===== src/rtl/pipe_ctrl_if.sv =====
// Handshake bundle between pipe_ctrl and the pipeline stages / bus arbiter.
// The master side drives the hazard sources; the slave side is the controller.
interface pipe_ctrl_if #(
   parameter int CNT_W = 32
);
   logic             jump_en_i;
   logic [31:0]      jump_addr_i;
   logic             ex_is_load_i;
   logic [4:0]       ex_rd_addr_i;
   logic             ex_reg_wen_i;
   logic [4:0]       id_rs1_addr_i;
   logic [4:0]       id_rs2_addr_i;
   logic             hold_req_i;
   logic             hold_ack_o;
   logic             hold_pc_o;
   logic             hold_if_id_o;
   logic             hold_id_ex_o;
   logic             flush_if_id_o;
   logic             flush_id_ex_o;
   logic             jump_o;
   logic [31:0]      jump_addr_o;
   logic             hold_timeout_o;
   logic [CNT_W-1:0] stall_cnt_o;
   logic [CNT_W-1:0] flush_cnt_o;

   modport master (
      output jump_en_i, jump_addr_i,
      output ex_is_load_i, ex_rd_addr_i, ex_reg_wen_i,
      output id_rs1_addr_i, id_rs2_addr_i,
      output hold_req_i,
      input  hold_ack_o, hold_pc_o, hold_if_id_o, hold_id_ex_o,
      input  flush_if_id_o, flush_id_ex_o,
      input  jump_o, jump_addr_o,
      input  hold_timeout_o, stall_cnt_o, flush_cnt_o
   );

   modport slave (
      input  jump_en_i, jump_addr_i,
      input  ex_is_load_i, ex_rd_addr_i, ex_reg_wen_i,
      input  id_rs1_addr_i, id_rs2_addr_i,
      input  hold_req_i,
      output hold_ack_o, hold_pc_o, hold_if_id_o, hold_id_ex_o,
      output flush_if_id_o, flush_id_ex_o,
      output jump_o, jump_addr_o,
      output hold_timeout_o, stall_cnt_o, flush_cnt_o
   );
endinterface


===== src/rtl/pipe_ctrl.sv =====
// Stall/flush/redirect sequencing for the fetch/decode/execute pipeline,
// with bus-hold freeze, hold watchdog and debug event counters.
module pipe_ctrl #(
   parameter int HOLD_MAX = 15,
   parameter int CNT_W    = 32
) (
   input  logic       clk,
   input  logic       rst,
   pipe_ctrl_if.slave bus
);

   typedef enum logic [1:0] {
      RUN   = 2'd0,
      FLUSH = 2'd1,
      HOLD  = 2'd2
   } state_e;

   localparam logic [7:0] HoldMax = 8'(HOLD_MAX);

   state_e           state_q, state_d;
   logic [7:0]       hold_cnt_q, hold_cnt_d;
   logic             timeout_q, timeout_d;
   logic [CNT_W-1:0] stall_cnt_q, stall_cnt_d;
   logic [CNT_W-1:0] flush_cnt_q, flush_cnt_d;

   logic             load_use;
   logic             hold_ack;
   logic             hold_pc;
   logic             hold_if_id;
   logic             hold_id_ex;
   logic             flush_if_id;
   logic             flush_id_ex;
   logic             jump;
   logic [31:0]      jump_addr;

   // A load in ex whose rd feeds decode cannot be forwarded in time.
   always_comb begin
      load_use = bus.ex_is_load_i
               & bus.ex_reg_wen_i
               & (bus.ex_rd_addr_i != 5'd0)
               & ((bus.ex_rd_addr_i == bus.id_rs1_addr_i)
                | (bus.ex_rd_addr_i == bus.id_rs2_addr_i));
   end

   // Next state and per-cycle pipeline controls; all forced low in reset.
   always_comb begin
      state_d     = state_q;
      hold_ack    = 1'b0;
      hold_pc     = 1'b0;
      hold_if_id  = 1'b0;
      hold_id_ex  = 1'b0;
      flush_if_id = 1'b0;
      flush_id_ex = 1'b0;
      jump        = 1'b0;
      jump_addr   = 32'd0;
      if (!rst) begin
         unique case (state_q)
            RUN: begin
               if (bus.jump_en_i) begin
                  jump        = 1'b1;
                  jump_addr   = bus.jump_addr_i;
                  flush_if_id = 1'b1;
                  flush_id_ex = 1'b1;
                  state_d     = FLUSH;
               end else begin
                  if (load_use) begin
                     hold_pc     = 1'b1;
                     hold_if_id  = 1'b1;
                     flush_id_ex = 1'b1;
                  end
                  if (bus.hold_req_i) begin
                     state_d = HOLD;
                  end
               end
            end
            FLUSH: begin
               flush_if_id = 1'b1;
               state_d     = bus.hold_req_i ? HOLD : RUN;
            end
            HOLD: begin
               hold_ack   = 1'b1;
               hold_pc    = 1'b1;
               hold_if_id = 1'b1;
               hold_id_ex = 1'b1;
               if (!bus.hold_req_i) begin
                  state_d = RUN;
               end
            end
            default: begin
               state_d = RUN;
            end
         endcase
      end
   end

   // Hold watchdog and debug counters.
   always_comb begin
      hold_cnt_d  = hold_cnt_q;
      timeout_d   = timeout_q;
      stall_cnt_d = stall_cnt_q + CNT_W'(hold_pc);
      flush_cnt_d = flush_cnt_q + CNT_W'(jump);
      if (state_q == HOLD) begin
         if (hold_cnt_q != 8'hFF) begin
            hold_cnt_d = hold_cnt_q + 8'd1;
         end
         if (hold_cnt_d >= HoldMax) begin
            timeout_d = 1'b1;
         end
      end else if (state_d == HOLD) begin
         hold_cnt_d = 8'd0;
      end
   end

   // State and counter registers.
   always_ff @(posedge clk or posedge rst) begin
      if (rst) begin
         state_q     <= RUN;
         hold_cnt_q  <= 8'd0;
         timeout_q   <= 1'b0;
         stall_cnt_q <= '0;
         flush_cnt_q <= '0;
      end else begin
         state_q     <= state_d;
         hold_cnt_q  <= hold_cnt_d;
         timeout_q   <= timeout_d;
         stall_cnt_q <= stall_cnt_d;
         flush_cnt_q <= flush_cnt_d;
      end
   end

   // Drive the bundle outputs.
   always_comb begin
      bus.hold_ack_o     = hold_ack;
      bus.hold_pc_o      = hold_pc;
      bus.hold_if_id_o   = hold_if_id;
      bus.hold_id_ex_o   = hold_id_ex;
      bus.flush_if_id_o  = flush_if_id;
      bus.flush_id_ex_o  = flush_id_ex;
      bus.jump_o         = jump;
      bus.jump_addr_o    = jump_addr;
      bus.hold_timeout_o = timeout_q;
      bus.stall_cnt_o    = stall_cnt_q;
      bus.flush_cnt_o    = flush_cnt_q;
   end

endmodule

===== src/flat_wrapper.sv =====
// flat-port wrapper written by rule: the top's interface ports become plain ports
module pipe_ctrl_flat 
#(
   parameter int HOLD_MAX = 15,
   parameter int CNT_W    = 32
)
  (clk, rst, bus_jump_en_i, bus_jump_addr_i, bus_ex_is_load_i, bus_ex_rd_addr_i, bus_ex_reg_wen_i, bus_id_rs1_addr_i, bus_id_rs2_addr_i, bus_hold_req_i, bus_hold_ack_o, bus_hold_pc_o, bus_hold_if_id_o, bus_hold_id_ex_o, bus_flush_if_id_o, bus_flush_id_ex_o, bus_jump_o, bus_jump_addr_o, bus_hold_timeout_o, bus_stall_cnt_o, bus_flush_cnt_o);
  pipe_ctrl_if #(.CNT_W(CNT_W)) bus_i ();
  input  logic clk;
  input  logic rst;
  input wire logic [$bits(bus_i.jump_en_i)-1:0] bus_jump_en_i;
  input wire logic [$bits(bus_i.jump_addr_i)-1:0] bus_jump_addr_i;
  input wire logic [$bits(bus_i.ex_is_load_i)-1:0] bus_ex_is_load_i;
  input wire logic [$bits(bus_i.ex_rd_addr_i)-1:0] bus_ex_rd_addr_i;
  input wire logic [$bits(bus_i.ex_reg_wen_i)-1:0] bus_ex_reg_wen_i;
  input wire logic [$bits(bus_i.id_rs1_addr_i)-1:0] bus_id_rs1_addr_i;
  input wire logic [$bits(bus_i.id_rs2_addr_i)-1:0] bus_id_rs2_addr_i;
  input wire logic [$bits(bus_i.hold_req_i)-1:0] bus_hold_req_i;
  output wire logic [$bits(bus_i.hold_ack_o)-1:0] bus_hold_ack_o;
  output wire logic [$bits(bus_i.hold_pc_o)-1:0] bus_hold_pc_o;
  output wire logic [$bits(bus_i.hold_if_id_o)-1:0] bus_hold_if_id_o;
  output wire logic [$bits(bus_i.hold_id_ex_o)-1:0] bus_hold_id_ex_o;
  output wire logic [$bits(bus_i.flush_if_id_o)-1:0] bus_flush_if_id_o;
  output wire logic [$bits(bus_i.flush_id_ex_o)-1:0] bus_flush_id_ex_o;
  output wire logic [$bits(bus_i.jump_o)-1:0] bus_jump_o;
  output wire logic [$bits(bus_i.jump_addr_o)-1:0] bus_jump_addr_o;
  output wire logic [$bits(bus_i.hold_timeout_o)-1:0] bus_hold_timeout_o;
  output wire logic [$bits(bus_i.stall_cnt_o)-1:0] bus_stall_cnt_o;
  output wire logic [$bits(bus_i.flush_cnt_o)-1:0] bus_flush_cnt_o;
  assign bus_i.jump_en_i = bus_jump_en_i;
  assign bus_i.jump_addr_i = bus_jump_addr_i;
  assign bus_i.ex_is_load_i = bus_ex_is_load_i;
  assign bus_i.ex_rd_addr_i = bus_ex_rd_addr_i;
  assign bus_i.ex_reg_wen_i = bus_ex_reg_wen_i;
  assign bus_i.id_rs1_addr_i = bus_id_rs1_addr_i;
  assign bus_i.id_rs2_addr_i = bus_id_rs2_addr_i;
  assign bus_i.hold_req_i = bus_hold_req_i;
  assign bus_hold_ack_o = bus_i.hold_ack_o;
  assign bus_hold_pc_o = bus_i.hold_pc_o;
  assign bus_hold_if_id_o = bus_i.hold_if_id_o;
  assign bus_hold_id_ex_o = bus_i.hold_id_ex_o;
  assign bus_flush_if_id_o = bus_i.flush_if_id_o;
  assign bus_flush_id_ex_o = bus_i.flush_id_ex_o;
  assign bus_jump_o = bus_i.jump_o;
  assign bus_jump_addr_o = bus_i.jump_addr_o;
  assign bus_hold_timeout_o = bus_i.hold_timeout_o;
  assign bus_stall_cnt_o = bus_i.stall_cnt_o;
  assign bus_flush_cnt_o = bus_i.flush_cnt_o;
  pipe_ctrl #(.HOLD_MAX(HOLD_MAX), .CNT_W(CNT_W)) u_core (.clk(clk), .rst(rst), .bus(bus_i));
endmodule

===== config.mk =====
export PLATFORM = sky130hd
export DESIGN_NAME = pipe_ctrl_flat
export DESIGN_NICKNAME = d
export VERILOG_FILES = /design/src/rtl/pipe_ctrl_if.sv /design/src/rtl/pipe_ctrl.sv /design/src/flat_wrapper.sv
export SDC_FILE = /design/constraint.sdc
export NUM_CORES = 1
export LEC_CHECK = 0
export BUFFER_PORTS_ARGS = -buffer_cell sky130_fd_sc_hd__clkbuf_2
export CORE_AREA = 2 2 102 104
export CTS_CLUSTER_SIZE = 20
export DETAILED_ROUTE_END_ITERATION = 7
export DIE_AREA = 0 0 104 106
export PLACE_DENSITY = 0.66
export RECOVER_POWER = 25
export SLEW_MARGIN = 40
export SYNTH_ARGS = -nofsm -noshare
export SYNTH_HDL_FRONTEND = slang
export SYNTH_SLANG_ARGS = --single-unit

===== constraint.sdc =====
create_clock -name clk -period 4.6 [get_ports clk]
set_input_delay 0.92 -clock clk [delete_from_list [all_inputs] [get_ports clk]]
set_output_delay 0.92 -clock clk [all_outputs]
set_load 0.02 [all_outputs]

==> impl_metrics.yaml <==
pwr:
  switching_power_uw: 495
  p_leak_nw: 2.66
  seq_power_share: 0.489
  switching_share: 0.308
  internal_power_mw: 1.11
  combPwrFrac: 0.205
  power_density_mw_per_mm2: 323
  p_clk_frac: 0.306
  ir_worst_vdd_mv: 0.125
  fin_total_pwr_mw: 1.61
sta:
  rsz0062_at_grt: "no"
  period_minus_slack_ns: 3.07
  setup_violations: 0
  setup_tns_ns: 0
  hold_viol_final: 0
  fin_ws_ns: 1.53
  fin_crit_sh: 0.667
  slew_headroom: -0.232
  fmax_mhz: 326
  hold_ws_ns: 0.476
  tightestPinTransition_ns: 1.85
  slew_violations: 76
  clock_skew_ns: 0.00630
finish:
  syn2layout_area_growth_pct: 27.9
  fin_nets: 587
  postLayoutCoreUtil: 0.498
  stdcell_count: 669
  drive_gt1_frac: 0.347
  fill_cells: 962
  design_area_mm2: 0.00498
  antenna_cells: 0
routing:
  routed_wl_um: 8770
  drt_iter0_drc: 101
  vias: 3345
  wire_per_inst_um: 13.1
  ant_nets: 0
  post_drt_via_cell_ratio: 5.00
  drc: 0
  dr.pass1.iters: 4
grt:
  grt_start_max_net_pins: 76
  grt_pass1_wl_um: 14800
  grtUsageTotal: 0.163
  grt_remaining_overflow: 0
  grt_antenna_before_repair: 0
  grt_pass1_vias: 3258
placement:
  place_area_mm2: 0.00480
  io_buffers: 156
  pre_cts_ws_ns: 1.30
  dp_hpwl_um: 6540
  gp_congestion: 0.808
  dpl.cell_count: 653
yosys:
  seq_area_frac_synth: 0.482
  ys_types: 46
  ys_top_cells_by_area: "dfrtp_1, xnor2_1, and3_1, nand3_1, nand2_1"
  synthesis.instances: 373
  synth_top_area_cell: "dfrtp_1"
  syn_nets: 432
  synth_top_cell_area_share: 0.482
  ys_seq_elements: 75
  synthesis.area_mm2: 0.00389
  syn_area_per_cell_um2: 10.4
  yosysWarnings: 0
clock_tree:
  clk_latency_ns: 0.34
  clk_path_buf_depth: 2
  cts_sinks: 75
  postCtsSetupRepairBufs: 0
  path_clk_slew_ns: 0.07
  cts_resized: 0
  cts_buffers: 9
  cts_tree: "yes"
  cts_root_buf: "clkbuf_8"
  htreeDepth: 3
  hold_buffers: 0
worst_setup_path:
  regToRegSetupSlack_ns: 2.07
  crit_type: "in -> out"
  reg2reg_to: "u_core.bus.stall_cnt_o[28]"
  crit_arrival_ns: 2.15
  start_kind: "input port"
  end_kind: "output port"
  cp_data_required_time_ns: 3.68
  rr_worst_depth: 8
  r2r-start: "u_core.state_q[0]"
  crit_path_max_fanout: 3
die:
  die_h_um: 106
  fp.coreArea_mm2: 0.0100
  ioPinCount: 157
  num_rows: 37
  dieArea_mm2: 0.0110
  initial_core_util: 0.389
  die_w_um: 104
flow_run:
  maxCapViolCount: 1
min_path:
  hp-class: "reg -> reg"
  hp-start: "u_core.bus.hold_timeout_o"
  worstHoldPathCells: 2
  min_to: "u_core.bus.hold_timeout_o"
status:
  violations: "capacitance limit, slew limit"
  outcome: "finished with violations"
==> critical path, cell delays in order <==
cell       delay (ns)
clkbuf_2         0.11
or4_1            0.52
o2111ai_1        0.23
o22ai_1          0.17
clkbuf_2         0.20
==> metal layers <==
layer | global-route usage | vias to the layer above | routed length (um)
li1 | - | 1626 | -
met1 | 0.197 | 1594 | 3740
met2 | 0.283 | 115 | 4340
met3 | 0.0300 | 10 | 524
met4 | 0.0753 | 0 | 163
met5 | 0 | - | 0
==> power groups by stage <==
stage          Clock, mW  Sequential (mW)  Combinational (mW)
6_report           0.492            0.785               0.329
5_1_grt            0.538            0.798               0.363
4_1_cts            0.510            0.786               0.336
3_5_place_dp           0            0.799               0.334
3_3_place_gp           0            0.796               0.328
2_1_floorplan          0            0.840               0.166
==> sequential cells by signal (all words and copies together), names as in the netlist <==
| name | cells |
|---|---|
| u_core.bus.flush_cnt_o | 32 |
| u_core.bus.stall_cnt_o | 32 |
| u_core.hold_cnt_q | 8 |
| u_core.state_q | 2 |
| u_core.bus.hold_timeout_o | 1 |
==> worst max-delay path by stage <==
| stage | to | depth (start not counted) | slack [ns] | startpoint |
|---|---|---|---|---|
| floorplan | bus_hold_pc_o | 5 | 0.66 | rst |
| global placement | u_core.bus.stall_cnt_o[28] | 12 | 1.40 | bus_ex_rd_addr_i[4] |
| detailed placement | u_core.bus.stall_cnt_o[28] | 12 | 1.30 | bus_ex_rd_addr_i[4] |
| CTS | bus_hold_if_id_o | 5 | 1.53 | bus_ex_rd_addr_i[0] |
| global route | u_core.bus.stall_cnt_o[28] | 12 | 1.46 | bus_ex_rd_addr_i[4] |
| finish | bus_hold_if_id_o | 5 | 1.53 | bus_ex_rd_addr_i[0] |
==> layout make-up <==
cell class	instances	area, um^2	share of cell area
multi-input combinational	282	1940	0.390
inverter	2	11.3	0.00226
clock buffer	14	153	0.0307
clock inverter	2	35.0	0.00704
tap	136	170	0.0342
timing repair buffer	158	792	0.159
sequential	75	1880	0.377
==> cell usage after synthesis, drive strengths merged <==
library cell and count:
a31oi 3, o21ai 7, o31ai 2, a31o 1, o2111ai 1, nor2 20, a21o 2, nand4 14
clkbuf 10, a311oi 1, a32o 1, o22a 1, or4 1, nand3b 1, and4 9, a41oi 1
inv 2, and2 3, nor2b 5, buf 4, a21boi 1, a21oi 5, nor4 4, mux2 2
o21bai 1, xor2 13, nand2 35, ha 6, nand3 30, nor3 9, o211ai 1, nand2b 2
dfrtp 75, and3 40, o22ai 2, nor3b 1, xnor2 57
==> placed cells by master, fill, tap and decap left out, drive strengths merged, types with 2 or more instances in the layout <==
cell,n
o31ai,2
nand3,30
xor2,13
o21ai,7
nor4,4
clkbuf,171
nor3,9
dfrtp,75
nand2,35
mux2,2
nand4,14
and3,40
a21o,2
a31oi,3
nor2,20
nand2b,2
nor2b,5
and2,3
a21oi,5
and4,9
xnor2,57
o22ai,2
ha,6
==> cell families (layout without fill, tap and decap cells) <==
| family | after synthesis | after routing | share of synthesized area |
|---|---|---|---|
| compound gates | 30 | 30 | 0.0508 |
| xor+xnor | 70 | 70 | 0.158 |
| fa+ha+maj | 6 | 6 | 0.0193 |
| buf+inv | 16 | 176 | 0.0203 |
| flops | 75 | 75 | 0.482 |
| mux | 2 | 2 | 0.00579 |
| simple gates | 174 | 174 | 0.264 |
Note: power is estimated with default switching activity, not from simulation.
